<file path="src/rtl/mem_scan_reader.sv">
// mem_scan_reader: sweeps a block RAM from address 0 to DEPTH_MEM-1 after a start
// pulse and streams each word, tagged with its address, over a valid/ready port.
//
// Parameters:
//   WID_MEM   data word width (must match the attached memory)
//   DEPTH_MEM number of words scanned (>= 2)
//   ADDR_W    address width (2**ADDR_W >= DEPTH_MEM)
// Ports:
//   clk, reset       clock, asynchronous active-low reset
//   start            one-cycle scan request, honoured only when idle
//   busy, done       scan in progress / one-cycle completion pulse
//   raddr, rdata     memory read port (one-cycle registered read latency)
//   m_valid, m_ready output handshake
//   m_data, m_addr   word and its address; m_last marks address DEPTH_MEM-1
//   checksum         32-bit running sum of transferred words
// Build option: define MEM_SCAN_CHECKSUM_EN to build the checksum accumulator;
// without it checksum is tied to 0.

module mem_scan_reader #(
  parameter int WID_MEM   = 4,
  parameter int DEPTH_MEM = 16384,
  parameter int ADDR_W    = 14
) (
  input  logic               clk,
  input  logic               reset,
  input  logic               start,
  output logic               busy,
  output logic               done,
  output logic [ADDR_W-1:0]  raddr,
  input  logic [WID_MEM-1:0] rdata,
  output logic               m_valid,
  input  logic               m_ready,
  output logic [WID_MEM-1:0] m_data,
  output logic [ADDR_W-1:0]  m_addr,
  output logic               m_last,
  output logic [31:0]        checksum
);

  typedef enum logic {
    IDLE,
    SCAN
  } state_t;

  localparam logic [ADDR_W:0]   DEPTH_C = (ADDR_W+1)'(DEPTH_MEM);
  localparam logic [ADDR_W-1:0] LAST_A  = ADDR_W'(DEPTH_MEM - 1);

  state_t state;

  logic [ADDR_W:0]   issue_cnt;
  logic [ADDR_W-1:0] beat_cnt;

  // v1: a valid address sits on raddr this cycle.
  // v2: the word for that address is on rdata this cycle, address in a2.
  logic              v1;
  logic              v2;
  logic [ADDR_W-1:0] a2;

  logic [WID_MEM-1:0] fd [4];
  logic [ADDR_W-1:0]  fa [4];
  logic [1:0]         wp;
  logic [1:0]         rp;
  logic [2:0]         occ;

  logic       push;
  logic       pop;
  logic [3:0] pend;
  logic       room;
  logic       start_ok;
  logic       issue;
  logic       last_pop;

  assign m_valid = (occ != 3'd0);
  assign m_data  = fd[rp];
  assign m_addr  = fa[rp];
  assign m_last  = m_valid && (fa[rp] == LAST_A);

  assign push = v2;
  assign pop  = m_valid && m_ready;

  // Reads in flight plus buffered words, less this cycle's pop, must
  // leave a free FIFO slot for the new read when it lands.
  assign pend = {1'b0, occ} + {3'b0, v1} + {3'b0, v2};
  assign room = pend < (4'd4 + {3'b0, pop});

  assign start_ok = (state == IDLE) && start;
  assign issue    = start_ok ||
                    ((state == SCAN) && (issue_cnt < DEPTH_C) && room);
  assign last_pop = pop && (beat_cnt == LAST_A);

  always_ff @(posedge clk or negedge reset) begin
    if (!reset) begin
      state     <= IDLE;
      busy      <= 1'b0;
      done      <= 1'b0;
      raddr     <= '0;
      issue_cnt <= '0;
      beat_cnt  <= '0;
      v1        <= 1'b0;
      v2        <= 1'b0;
      a2        <= '0;
      wp        <= '0;
      rp        <= '0;
      occ       <= '0;
      for (int i = 0; i < 4; i++) begin
        fd[i] <= '0;
        fa[i] <= '0;
      end
    end else begin
      v1   <= issue;
      v2   <= v1;
      a2   <= raddr;
      done <= 1'b0;

      if (issue) begin
        if (start_ok) begin
          raddr     <= '0;
          issue_cnt <= (ADDR_W+1)'(1);
        end else begin
          raddr     <= issue_cnt[ADDR_W-1:0];
          issue_cnt <= issue_cnt + 1'b1;
        end
      end

      if (push) begin
        fd[wp] <= rdata;
        fa[wp] <= a2;
        wp     <= wp + 2'd1;
      end

      if (pop) begin
        rp <= rp + 2'd1;
      end

      case ({push, pop})
        2'b10:   occ <= occ + 3'd1;
        2'b01:   occ <= occ - 3'd1;
        default: occ <= occ;
      endcase

      case (state)
        IDLE: begin
          if (start) begin
            state    <= SCAN;
            busy     <= 1'b1;
            beat_cnt <= '0;
          end
        end
        SCAN: begin
          if (pop) begin
            beat_cnt <= beat_cnt + 1'b1;
          end
          if (last_pop) begin
            state <= IDLE;
            busy  <= 1'b0;
            done  <= 1'b1;
          end
        end
        default: state <= IDLE;
      endcase
    end
  end

`ifdef MEM_SCAN_CHECKSUM_EN
  logic [31:0] sum_q;

  always_ff @(posedge clk or negedge reset) begin
    if (!reset) begin
      sum_q <= '0;
    end else if (start_ok) begin
      sum_q <= '0;
    end else if (pop) begin
      sum_q <= sum_q + 32'(m_data);
    end
  end

  assign checksum = sum_q;
`else
  assign checksum = '0;
`endif

endmodule

</file>
<file path="config.mk">
export PLATFORM = sky130hd
export DESIGN_NAME = mem_scan_reader
export DESIGN_NICKNAME = d
export VERILOG_FILES = /design/src/rtl/mem_scan_reader.sv
export SDC_FILE = /design/constraint.sdc
export NUM_CORES = 1
export LEC_CHECK = 0
export CAP_MARGIN = 20
export CORE_ASPECT_RATIO = 0.75
export CORE_MARGIN = 1
export CORE_UTILIZATION = 30
export DETAILED_ROUTE_END_ITERATION = 7
export MAX_ROUTING_LAYER = met4
export SLEW_MARGIN = 15
export SYNTH_ARGS = -nofsm -noshare
export SYNTH_HDL_FRONTEND = slang
export SYNTH_SLANG_ARGS = --single-unit
</file>
<file path="constraint.sdc">
create_clock -name clk -period 3.4 [get_ports clk]
set_input_delay 0.85 -clock clk [delete_from_list [all_inputs] [get_ports clk]]
set_output_delay 0.85 -clock clk [all_outputs]
set_load 0.03 [all_outputs]
</file>
### Yosys cells after proc, flatten, opt, wreduce, memory -nomap -nowiden

Index checks and enable logic that the tools add are counted.

* $add $sub $neg: 9
* multiply operators: 0
* div/mod/pow operators: 0
* $lt $le $gt $ge: 5
* equality and inequality tests: 7
* shifts and indexed selects: 0
* mux-type cells: 26
* bitwise gates (word level): 3
* reduce and logical (&&, ||, !) cells: 12

Operators with widths (number)
* $mux W14: 6
* $bwmux W56: 1
* $bmux W14 S2: 1
* $demux W14 S2: 1
* $eq A14 B14 Y1 const B: 2
* $pmux W14 S2: 1
* $bwmux W16: 1
* $add A15 B1 Y15 const B: 1
* $lt A15 B15 Y1 const B: 1
* $mux W15: 1
* $add A14 B1 Y14 const B: 1
* $mux W4: 3
* $bmux W4 S2: 1
* $demux W4 S2: 1
* $logic_and A1 B1 Y1: 7
* $ge A3 B3 Y1 const B: 2
* $mux W1: 6
* $not A2 Y3: 2
* $pmux W3 S2: 1
* $add A2 B1 Y2 const B: 2
* $add A3 B1 Y4: 1
* $add A3 B1 Y4 const A: 1
* $add A4 B1 Y4: 1
* $lt A4 B4 Y1: 1
* 13 further kinds: 16

* register bits after elaboration: 141
* latch bits: 0
* bits in writable memories: 0
* ROM bits: 0
* bits of input ports: 8
* output and inout port bits: 68
* word-level logic and storage cells: 82
* memories kept: 0

### Depth between registers and ports, before layout

* word-level depth: 6
* gate-level depth with buffers: 11
* mapped depth without buffers: 8

### Worst setup path before layout

OpenSTA, ideal clock, no wires.

* kind: register -> output
* from: register rp[1]
* to: output m_last
* data arrival time: 2131 ps
* required time: 2550 ps
* path slack: 419 ps
* stages on the path, launching flop included: 6
* path buffers: 2
* path through: dfrtp_1 > buf_2 > buf_2 > mux4_2 > nand4_1 > nor4_1

* cells in the longest elaborated chain, start to end: 6

RTL lines
* start, declared: RTL line 61 `logic [1:0] rp;`
* start signal, assigned: RTL line 131 `rp <= rp + 2'd1;`
* $not A2 Y3
* $bmux W14 S2
* $mux W14 (2 in series)
* net m_addr[5]: RTL line 34 `output logic [ADDR_W-1:0] m_addr,`
* $eq A14 B14 Y1: RTL line 75 `assign m_last = m_valid && (fa[rp] == LAST_A);`
* $logic_and A1 B1 Y1: RTL line 75
* end, declared: RTL line 35 `output logic m_last,`

The timed path passes the listed nets, and every way through them passes these cells. The select of a mux whose other input is x is not followed.

### Worst setup path in the final report

* from: register rp[0]
* to: output m_addr[8]

* cells in the longest elaborated chain, start to end: 4

RTL lines
* $not A2 Y3 (implied by the code): RTL line 74 `assign m_addr = fa[rp];`
* $bmux W14 S2: RTL line 74
* $mux W14 (implied by the code) (2 in series): RTL line 74
* end, declared: RTL line 34

No other way between the ends. The select of a mux whose other input is x is not followed.

==> flow_metrics.py <==
metrics = {
    "synth": {
        "synth_top_area_share_pct": 54.3,
        "syn-cell-area_um2": 6500,
        "avgSynthCellArea_um2": 12.6,
        "synth_cell_types": 48,
        "synthMostInstantiatedCell": "dfrtp_1",
        "yosys_warnings": 0,
        "yosysTopAreaCell": "dfrtp_1",
        "ys.flop_type": "dfrtp_1",
        "seq_area_frac_synth_pct": 54.3,
        "synth_edf_count": 0,
        "synth-seq-cells": 141,
        "syn_inst": 514,
        "synth_commonest_cells": "dfrtp_1, mux2_2, nand2_1",
        "async_flop_share_pct": 100,
        "synth_area_leaders": "dfrtp_1, mux2_2, mux4_2",
    },
    "timing": {
        "rsz0062_at_grt": "no",
        "final.setup_skew_ns": 0.0106,
        "clock.fmax_mhz": 321,
        "whs_ns": 0.385,
        "slew_headroom_pct": 31.0,
        "fin_crit_sh_pct": 91.5,
        "period_minus_slack_ns": 3.11,
        "tightest_slew_ns": 1.03,
        "drv_slew": 0,
        "setup_viol_count_final": 0,
        "fin_setup_tns_ns": 0,
        "finalHoldViolations": 0,
    },
    "layout": {
        "nets": 578,
        "final_layout_size_suffix_gt1_share_pct": 24.3,
        "finish.utilization_pct": 36.7,
        "syn2layout_area_growth_pct": 19.5,
        "antennaDiodeCount": 0,
    },
    "setup_path": {
        "end_kind": "primary output",
        "worstPathMaxFanout": 18,
        "regToRegEndpoint": "issue_cnt[8]",
        "worstPathArrival_ns": 2.26,
        "cp.required_ns": 2.55,
        "r2r_start": "occ[0]",
        "r2r_cells": 8,
        "crit_type": "reg2out",
        "cp-startpoint": "rp[0]",
        "crit_end": "m_addr[8]",
        "critPathLaunchType": "flop",
        "r2r_setup_slack_ns": 0.85,
    },
    "route": {
        "drt_iter0_drc": 276,
        "wl_um": 14000,
        "remaining_drc_errors": 0,
        "wl_per_cell_um": 16.3,
        "firstDrtPassIters": 4,
        "drtAntennaViolNets": 0,
        "dr_total_vias": 4139,
        "via_per_inst": 4.81,
    },
    "clock_tree": {
        "cts-htree-levels": 4,
        "cts_resized": 0,
        "clkSlewWorstSetupHoldPaths_ns": 0.06,
        "postCtsHoldBufs": 0,
        "cts_made_buffers": 17,
        "clk_latency_ns": 0.41,
        "postCtsSetupRepairBufs": 0,
        "cts_root_buffer": "clkbuf_16",
        "cts_tree": "done",
        "clock-sinks": 141,
        "cts.path.max_buffers": 2,
    },
    "run_status": {
        "status": "completed",
    },
    "floorplan": {
        "io_pins": 76,
        "row_count": 46,
        "die-area_um2": 22300,
        "core_region_area_um2": 21200,
        "initial_core_util_pct": 30.7,
        "die_w_um": 172,
        "die_h_um": 129,
    },
    "placed_design": {
        "dp_hpwl_um": 9520,
        "port_buffers": 43,
        "routabilityCongestion": 0.810,
    },
    "global_route": {
        "grt_max_degree": 73,
        "track_usage_pct": 14.1,
        "grt_first_pass_wirelength_um": 23000,
        "first_global_vias": 4252,
        "grt_antenna_before_repair": 0,
        "gr-total-overflow": 0,
    },
    "power": {
        "vdd_ir_drop_max_v": 0.000388,
        "power.density_nw_per_um2": 905,
        "p_leak_nw": 3.54,
    },
    "flow_run": {
        "cap_violations": 0,
    },
    "hold_path": {
        "hp-class": "reg2reg",
        "hold_depth": 0,
    },
}
sequential cells by signal, summed over array words and instances (netlist names), 3 cells and up:
signal / cells
issue_cnt: 15
beat_cnt: 14
raddr: 14
fa: 56
a2: 14
fd: 16
occ: 3
critical path, cell delays in order, from the launching register on:
cell             delay [ns]
dfrtp_1                0.42
buf_12                 0.23
mux4_2                 0.57
clkdlybuf4s50_1        0.62
report_power, final:
part	total, mW	leakage, nW	switching [mW]	internal [mW]
Sequential	2.45	1.85	0.361	2.09
Clock	1.94	0.302	0.745	1.19
Combinational	2.64	1.39	1.46	1.18
Total	7.03	3.54	2.56	4.46
per-layer routing:
metal  vias up  track usage, %  part of all wire (%)
met5         -               -                     0
met4         0            4.53                   1.6
met3        17            3.60                   3.6
met2        98            22.0                    48
met1      2128            17.8                    47
li1       1896               -                     -
metrics by stage:
stage,setup slack [ns],cell area [µm²],cells,power (mW)
2_1_floorplan,0.419,6620,545,4.35
3_3_place_gp,0.720,7150,829,5.03
3_5_place_dp,0.669,7150,829,5.14
4_1_cts,0.256,7770,861,7.10
5_1_grt,0.147,7770,861,7.44
6_report,0.289,7770,861,7.03
cell type report:
class                      count  area [µm²]
timing repair buffer          53         542
multi-input combinational    336        2680
clock buffer                  19         443
sequential                   141        3530
inverter                      11        41.3
clock inverter                13         178
tap                          288         360
fill                        2053       13400
cell families after synthesis:
group	synth area share, %
other	0.0577
and+or+nand+nor	9.68
muxes	19.8
xor gates and xnor gates	1.06
adders and majority gates	2.16
AOI/OAI and AO/OA	6.62
DFF	54.3
buffers and inverters	6.33
layout by cell type, fill, tap and decap left out, types with 2 or more instances in the layout:
cell type        count
buf_12               3
clkinv_4             3
ha_1                 8
xnor2_1              2
a21o_1               2
inv_8                2
nor2_1              16
buf_4                8
mux2i_1              7
mux4_2              18
and2_1               6
o21ai_0             27
a41o_1               5
nand3_1             23
dfrtp_1            141
and3_1               8
a31oi_1              5
or4_1                4
nand4_1              9
bufinv_16            3
nand2_1             43
or3_2                2
inv_6                3
mux2_2              72
inv_1               11
and4_1               6
a21oi_1             11
clkdlybuf4s50_1     41
o31ai_1              7
fa_1                 2
clkbuf_16           17
xor2_1               4
conb_1              32
worst min path at each step:
stage / from / to
after global placement: v1 / push
after floorplan: v1 / push
final: v1 / push
after detailed placement: v1 / push
after global routing: v1 / push
after CTS: v1 / push
No activity file was read; power rests on OpenSTA's default activity.
